### src/rtl/issue_scoreboard.sv
// rtl/issue_scoreboard.sv - in-order issue controller with register scoreboard and flush window
module issue_scoreboard #(
    parameter int MAX_INFLIGHT = 4,
    parameter int FLUSH_CYCLES = 2
) (
    input  logic        clk,
    input  logic        rst,
    input  logic        id_valid_i,
    output logic        id_ready_o,
    input  logic [4:0]  id_rs1_addr_i,
    input  logic [4:0]  id_rs2_addr_i,
    input  logic [4:0]  id_rd_addr_i,
    input  logic        id_rs1_en_i,
    input  logic        id_rs2_en_i,
    input  logic        id_rd_en_i,
    input  logic        ex_ready_i,
    output logic        issue_o,
    input  logic        wb_valid_i,
    input  logic [4:0]  wb_rd_addr_i,
    input  logic        flush_i,
    output logic [31:0] busy_vec_o,
    output logic [3:0]  inflight_o,
    output logic [31:0] stall_cnt_o,
    output logic        err_o
);

    typedef enum logic {RUN, FLUSH} state_t;

    localparam logic [3:0] MAX_INF = 4'(MAX_INFLIGHT);
    localparam logic [2:0] FLUSH_LD = 3'(FLUSH_CYCLES);

    state_t      r_state;
    state_t      w_state_nxt;
    logic [2:0]  r_flush_cnt;
    logic [2:0]  w_flush_cnt_nxt;
    logic [31:0] r_busy;
    logic [3:0]  r_inflight;
    logic [31:0] r_stall_cnt;
    logic        r_err;

    logic        w_rd_w;
    logic        w_hazard;
    logic        w_issue;
    logic        w_ready;
    logic        w_set;
    logic        w_clr;
    logic        w_spurious;
    logic        w_stall;
    logic [31:0] w_set_mask;
    logic [31:0] w_clr_mask;

    assign w_rd_w = id_rd_en_i & (id_rd_addr_i != 5'd0);

    // Hazards look only at registered state; a freed register becomes issuable one cycle later.
    assign w_hazard = (id_rs1_en_i & r_busy[id_rs1_addr_i])
                    | (id_rs2_en_i & r_busy[id_rs2_addr_i])
                    | (w_rd_w & r_busy[id_rd_addr_i])
                    | (w_rd_w & (r_inflight == MAX_INF));

    always_comb begin
        w_state_nxt     = r_state;
        w_flush_cnt_nxt = r_flush_cnt;
        w_issue         = 1'b0;
        w_ready         = 1'b0;
        case (r_state)
            RUN: begin
                w_issue = id_valid_i & ex_ready_i & ~w_hazard & ~flush_i;
                w_ready = w_issue | flush_i;
                if (flush_i) begin
                    w_state_nxt     = FLUSH;
                    w_flush_cnt_nxt = FLUSH_LD;
                end
            end
            FLUSH: begin
                w_ready = 1'b1;
                if (flush_i) begin
                    w_flush_cnt_nxt = FLUSH_LD;
                end else if (r_flush_cnt == 3'd1) begin
                    w_state_nxt     = RUN;
                    w_flush_cnt_nxt = 3'd0;
                end else begin
                    w_flush_cnt_nxt = r_flush_cnt - 3'd1;
                end
            end
            default: begin
                w_state_nxt     = RUN;
                w_flush_cnt_nxt = 3'd0;
            end
        endcase
    end

    assign w_set      = w_issue & w_rd_w;
    assign w_clr      = wb_valid_i & r_busy[wb_rd_addr_i];
    assign w_spurious = wb_valid_i & ~r_busy[wb_rd_addr_i];
    assign w_set_mask = {31'd0, w_set} << id_rd_addr_i;
    assign w_clr_mask = {31'd0, w_clr} << wb_rd_addr_i;
    assign w_stall    = (r_state == RUN) & id_valid_i & ~flush_i & ~w_issue;

    always_ff @(posedge clk) begin
        if (rst) begin
            r_state     <= RUN;
            r_flush_cnt <= 3'd0;
            r_busy      <= 32'd0;
            r_inflight  <= 4'd0;
            r_stall_cnt <= 32'd0;
            r_err       <= 1'b0;
        end else begin
            r_state     <= w_state_nxt;
            r_flush_cnt <= w_flush_cnt_nxt;
            r_busy      <= (r_busy | w_set_mask) & ~w_clr_mask & ~32'd1;
            r_inflight  <= r_inflight + {3'd0, w_set} - {3'd0, w_clr};
            if (w_stall && (r_stall_cnt != 32'hFFFF_FFFF)) begin
                r_stall_cnt <= r_stall_cnt + 32'd1;
            end
            if (w_spurious) begin
                r_err <= 1'b1;
            end
        end
    end

    assign issue_o     = w_issue;
    assign id_ready_o  = w_ready;
    assign busy_vec_o  = r_busy;
    assign inflight_o  = r_inflight;
    assign stall_cnt_o = r_stall_cnt;
    assign err_o       = r_err;

endmodule
### config.mk
export PLATFORM = sky130hd
export DESIGN_NAME = issue_scoreboard
export DESIGN_NICKNAME = d
export VERILOG_FILES = /design/src/rtl/issue_scoreboard.sv
export SDC_FILE = /design/constraint.sdc
export NUM_CORES = 1
export LEC_CHECK = 0
export BUFFER_PORTS_ARGS = -buffer_cell sky130_fd_sc_hd__buf_2
export CORE_ASPECT_RATIO = 1.2
export CORE_UTILIZATION = 46
export CTS_CLUSTER_SIZE = 16
export DETAILED_ROUTE_END_ITERATION = 7
export HOLD_SLACK_MARGIN = 0.15
export PLACE_DENSITY = 0.79
export SLEW_MARGIN = 20
export SYNTH_ARGS = -nofsm -noshare
export SYNTH_HDL_FRONTEND = slang
export SYNTH_SLANG_ARGS = --single-unit
### constraint.sdc
create_clock -name clk -period 3.2 [get_ports clk]
set_input_delay 0.32 -clock clk [delete_from_list [all_inputs] [get_ports clk]]
set_output_delay 0.32 -clock clk [all_outputs]
set_load 0.01 [all_outputs]
**After elaboration in Yosys (flattened, before gate mapping)**

Index checks and enable logic that the tools add are counted.
W data, S select, Z words.

- Register bits: 73
- Bits of input ports: 29
- Output and inout port bits: 71
- Logic and storage cells: 67

- $add $sub $neg: 4
- $lt $le $gt $ge: 4
- Equality and inequality tests: 4
- Shift operators: 2
- Muxes and demuxes: 18
- Bitwise gates (word level): 26
- Reduce and logical (&&, ||, !) cells: 2

Operator list:

| operator | count |
|---|---|
| $shl A1 B5 Y32 | 2 |
| $add A32 B1 Y32 const B | 1 |
| $and A32 B32 Y32 | 1 |
| $ne A32 B32 Y1 const B | 1 |
| $not A32 Y32 | 1 |
| $or A32 B32 Y32 | 1 |
| $lt A5 B6 Y1 const B | 4 |
| $bmux W1 S5 | 4 |
| $and A1 B1 Y1 | 14 |
| $mux W3 | 3 |
| $mux W1 | 8 |
| $pmux W3 S2 | 1 |
| $not A1 Y1 | 5 |
| $reduce_bool A5 Y1 | 1 |
| $add A4 B1 Y4 | 1 |
| $eq A4 B3 Y1 const B | 1 |
| $or A1 B1 Y1 | 4 |
| $pmux W1 S2 | 2 |
| $sub A4 B1 Y4 | 1 |
| $eq A3 B1 Y1 const B | 1 |
| $sub A3 B1 Y3 const B | 1 |
| $ne A2 B2 Y1 const B | 1 |
| $logic_and A1 B1 Y1 | 1 |

**Longest topological paths before layout**

- Depth after elaboration: 14
- Gate-level depth with buffers: 16

**Least setup slack after synthesis**

Ideal clock, no wire load.

- Path kind: in2reg
- From: input wb_rd_addr_i[0]
- To: register r_inflight[2] (netlist: inflight_o[2])
- Setup time: 0.128 ns
- Arrival time: 3.362 ns
- Data required time: 3.072 ns
- Setup slack: -0.289 ns
- Stages on the path: 12
- Path buffers: 2
- Cells stage by stage: clkbuf_1 -> clkbuf_1 -> mux4_2 -> mux4_2 -> mux2i_1 -> nor2_1 -> ha_1 -> inv_1 -> ha_1 -> fa_1 -> xnor2_1 -> nor2_1

- Longest elaborated chain between the ends: 4

RTL lines:

| what | RTL line | text |
|---|---|---|
| start, declared | 19 | `input logic [4:0] wb_rd_addr_i,` |
| $bmux W1 S5 | 93 | `assign w_clr = wb_valid_i & r_busy[wb_rd_addr_i];` |
| $mux W1 (implied by the code) | 93 |  |
| $and A1 B1 Y1 | 93 |  |
| $sub A4 B1 Y4 | 111 | `r_inflight <= r_inflight + {3'd0, w_set} - {3'd0, w_clr};` |
| end signal, assigned | 111 |  |
| end, declared | 37 | `logic [3:0] r_inflight;` |

No other way between the ends. The select of a mux whose other input is x is not followed.
A chain may end at the register's enable or synchronous reset.

**Final worst setup path**

- From: register r_busy[31] (netlist: busy_vec_o[31])
- To: register r_inflight[2] (netlist: inflight_o[2])

- Longest elaborated chain between the ends: 13

RTL lines:

| what | RTL line | text |
|---|---|---|
| start, declared | 36 | `logic [31:0] r_busy;` |
| start signal, assigned | 110 | `r_busy <= (r_busy \| w_set_mask) & ~w_clr_mask & ~32'd1;` |
| $bmux W1 S5 (on tied branches) | 55, 56 |  |
| $mux W1 (on tied branches) | 55, 56 |  |
| $and A1 B1 Y1 (on tied branches) | 55, 56 |  |
| $or A1 B1 Y1 | 56 | `\| (id_rs2_en_i & r_busy[id_rs2_addr_i])` |
| $or A1 B1 Y1 | 57 | `\| (w_rd_w & r_busy[id_rd_addr_i])` |
| $or A1 B1 Y1 | 58 | `\| (w_rd_w & (r_inflight == MAX_INF));` |
| $not A1 Y1 | 67 | `w_issue = id_valid_i & ex_ready_i & ~w_hazard & ~flush_i;` |
| $and A1 B1 Y1 (2 in a row) | 67 |  |
| $mux W1 | 65 | `case (r_state)` |
| $and A1 B1 Y1 | 92 | `assign w_set = w_issue & w_rd_w;` |
| $add A4 B1 Y4 | 111 |  |
| $sub A4 B1 Y4 * | 111 |  |

Every way passes the cells marked *; elsewhere a longest branch is shown, timed or not. The select of a mux whose other input is x is not followed.

==> out/results.ini <==
[run_status]
status=completed

[synthesis]
synth_fp_nets=559
synth_edf_count=0
ys_top_cells_by_area=dfxtp_1, mux4_2, mux2i_1, a21oi_1, mux2_2
synth_compound_area_share_pct=16.6
ys_types=62
synth_cells=521
seq_area_frac_synth_pct=30.7
ys.flop_type=dfxtp_1
ys_ff_latch=72
yosysWarnings=0
yosys-mux-area-fraction_pct=19.8
avgSynthCellArea_sq_um=9.01
yosys.area.top_type=dfxtp_1
synth_top_area_share_pct=30.7
synth_area_sq_um=4690
synthArstFlopShare_pct=0
synth.most_common_cell=dfxtp_1
synth_top_family_by_area=simple AND/OR/NAND/NOR gates
synthTopCellsByCount=dfxtp_1, a21oi_1, nor2_1, nand2_1, nor3_1
synthXorXnorAreaFrac_pct=1.31
synthSimpleGateAreaFrac_pct=23.2
yosys.area_share.adder_pct=2.56

[final_layout]
area_delta_synth_final_pct=25.5
drive_above_1_share_pct=34.9
fillers=853
final_cells=771
diodes=0
postLayoutCellArea_sq_um=5890
nets=678
utilization_pct=59.2

[placement]
placed_area_sq_um=5560
routabilityCongestion=0.912
io_buffers=98
dp_hpwl_mm=10.5
dpl.cell_count=755

[flow_run]
drv_cap=0

[sta]
fin_worst_hold_slack_ps=208
fin_skew_ps=9.63
fin_crit_sh_pct=96.3
maxSlewViolCount=0
fmax_mhz=324
worst_pin_slew_ps=687
maxSlewHeadroom_pct=54.1
hold_viol_final=0
rsz0062_at_grt=false
setup_tns_ps=0
finalSetupViolations=0
finalCriticalPeriod_ps=3080

[floorplanning]
fp.dieW_um=94.2
core_area_sq_um=9960
die_y_um=113
rows=40
design.die.area_sq_um=10600
initial_utilization_pct=47.1
top_level_ports=100

[critical_path]
critPathCapture=inflight_o[2]
slowest_delay_ps=530
worstPathArrival_ps=3300
worst_setup_path_start_kind=flip-flop
r2r_start=busy_vec_o[31]
crit_chain=mux4_2 > mux2i_4 > o22ai_1 > o211a_1 > a2111oi_4 > nand2_1 > ha_1 > inv_1 > ha_1 > fa_1 > xnor2_1 > nor2_1
crit_slowest_cell=mux4_2
crit_required_ps=3420
cp_max_fo=6
r2r-end=inflight_o[2]
cpMostUsedCell=ha_1
worstSetupPathType=flip-flop to flip-flop
crit_path_end_kind=flip-flop
crit_start=busy_vec_o[31]
r2r_slack_ps=120
rr_worst_depth=12

[power]
clockPowerShare_pct=45.6
peakVddDrop_mv=0.288
power.density_nw_per_um2=355
total_leakage_power_uw=0.00242
switching_share_pct=25.2
power_switching_uw=527
p_comb_share_pct=10.9
internal_power_uw=1560
p_seq_share_pct=43.5

[clock_network]
post-cts-setup-buffer-count=0
cts_hold_buf=0
cts_tree=yes
insertion_delay_ps=340
cts_made_buffers=9
path_clk_slew_ps=60
cts_root_buf=clkbuf_16
clock_sinks=72
cts_max_level=3
cts_buffer_depth=2

[routing]
drt_iter0_drc=344
drt_wl_total_mm=14.1
drt.antenna.violating_nets=0
vias_per_cell=6.03
first_pass_iters=6
wire_per_inst_um=18.3
drc=0
vias=4650

[grt]
first_global_vias=4440
use_met3_pct=5.96
grt_first_pass_wirelength_mm=22.3
grt_usage_pct=27.3
grt_max_degree=39
use_met1_pct=33.5
grtUsageMet2_pct=43.9
antenna_found_initial=0
overflow=0
grt-busiest-layer=met2

[min_path]
min_path_type=primary input to flip-flop

-- final cells by class --
| class | instances | area, sq um | share of cell area (%) |
|---|---|---|---|
| repair buffers | 145 | 881 | 15.0 |
| clock inverters | 4 | 28.8 | 0.488 |
| inverters | 26 | 97.6 | 1.66 |
| clock buffers | 12 | 256 | 4.35 |
| well taps | 126 | 158 | 2.68 |
| flip-flops and latches | 72 | 1450 | 24.7 |
| multi-input cells | 386 | 3020 | 51.2 |
-- power groups by stage --
stage | sequential, uW | combinational (uW) | clock [uW]
4_1_cts | 909 | 224 | 971
3_5_place_dp | 929 | 223 | 0
6_report | 909 | 229 | 953
2_1_floorplan | 929 | 137 | 0
5_1_grt | 910 | 247 | 1010
3_3_place_gp | 928 | 217 | 0
-- per-layer routing --
metal / wire length [um] / share of wire, % / up-vias
li1: - / - / 2169
met1: 5520 / 39 / 2195
met2: 6740 / 48 / 239
met3: 1170 / 8.3 / 47
met4: 674 / 4.8 / 0
met5: 0 / 0 / -
-- critical path: cells and delay by family, from the launching register on --
kind / cells / cell delay (ps)
AO/OA/AOI/OAI: 3 / 620
XOR/XNOR: 1 / 160
adder cells (fa/ha/maj): 3 / 880
buffers and inverters: 1 / 40
flip-flops: 1 / 390
multiplexers: 2 / 720
AND/OR/NAND/NOR: 2 / 170
-- cell families (layout without fill, tap and decap cells) --
logic type | count (synthesis) | count (layout)
AND/OR/NAND/NOR | 196 | 196
XOR/XNOR | 7 | 7
AO/OA/AOI/OAI | 112 | 112
buffers and inverters | 63 | 187
flip-flops | 72 | 72
multiplexers | 61 | 61
other | 1 | 1
adder cells (fa/ha/maj) | 9 | 9
-- flip-flops by register name, indices dropped and copies added (netlist names) --
name and cells:
stall_cnt_o 32, busy_vec_o 31, inflight_o 4, r_flush_cnt 3, err_o 1, r_state 1
-- metrics by stage --
stage	setup WS, ps	total power [uW]
2_1_floorplan	0.612	1070
3_3_place_gp	-112	1150
3_5_place_dp	-181	1150
4_1_cts	47.8	2100
5_1_grt	6.15	2170
6_report	118	2090
-- how the worst min path moves through the flow --
stage	start	endpoint	slack [ps]	cells past startpoint
global placement	stall_cnt_o[24]	stall_cnt_o[24]	480	2
detailed placement	stall_cnt_o[24]	stall_cnt_o[24]	480	2
finish	flush_i	r_flush_cnt[0]	210	2
global route	flush_i	r_flush_cnt[0]	220	2
floorplan	flush_i	r_flush_cnt[0]	400	1
CTS	flush_i	r_flush_cnt[0]	200	2
-- what timing repair did --
item / in CTS / in global routing
resized for setup: 4 / 11
endpoints found under the setup margin: 2 / 7
pin swaps: 1 / 2
-- cell usage in the layout, fill, tap and decap left out, types with 8 or more instances in the layout --
master,instances
a21oi_1,41
a221oi_1,11
and2_1,8
buf_2,98
buf_4,44
clkbuf_16,9
dfxtp_1,63
dfxtp_2,9
ha_1,8
inv_1,26
mux2_2,16
mux2i_1,19
mux4_2,24
nand2_1,30
nand3_1,8
nand4_1,10
nor2_1,32
nor2b_1,21
nor3_1,29
o21a_1,19
o31ai_1,8
or3_1,17
Power figures use the tool's default switching activity.
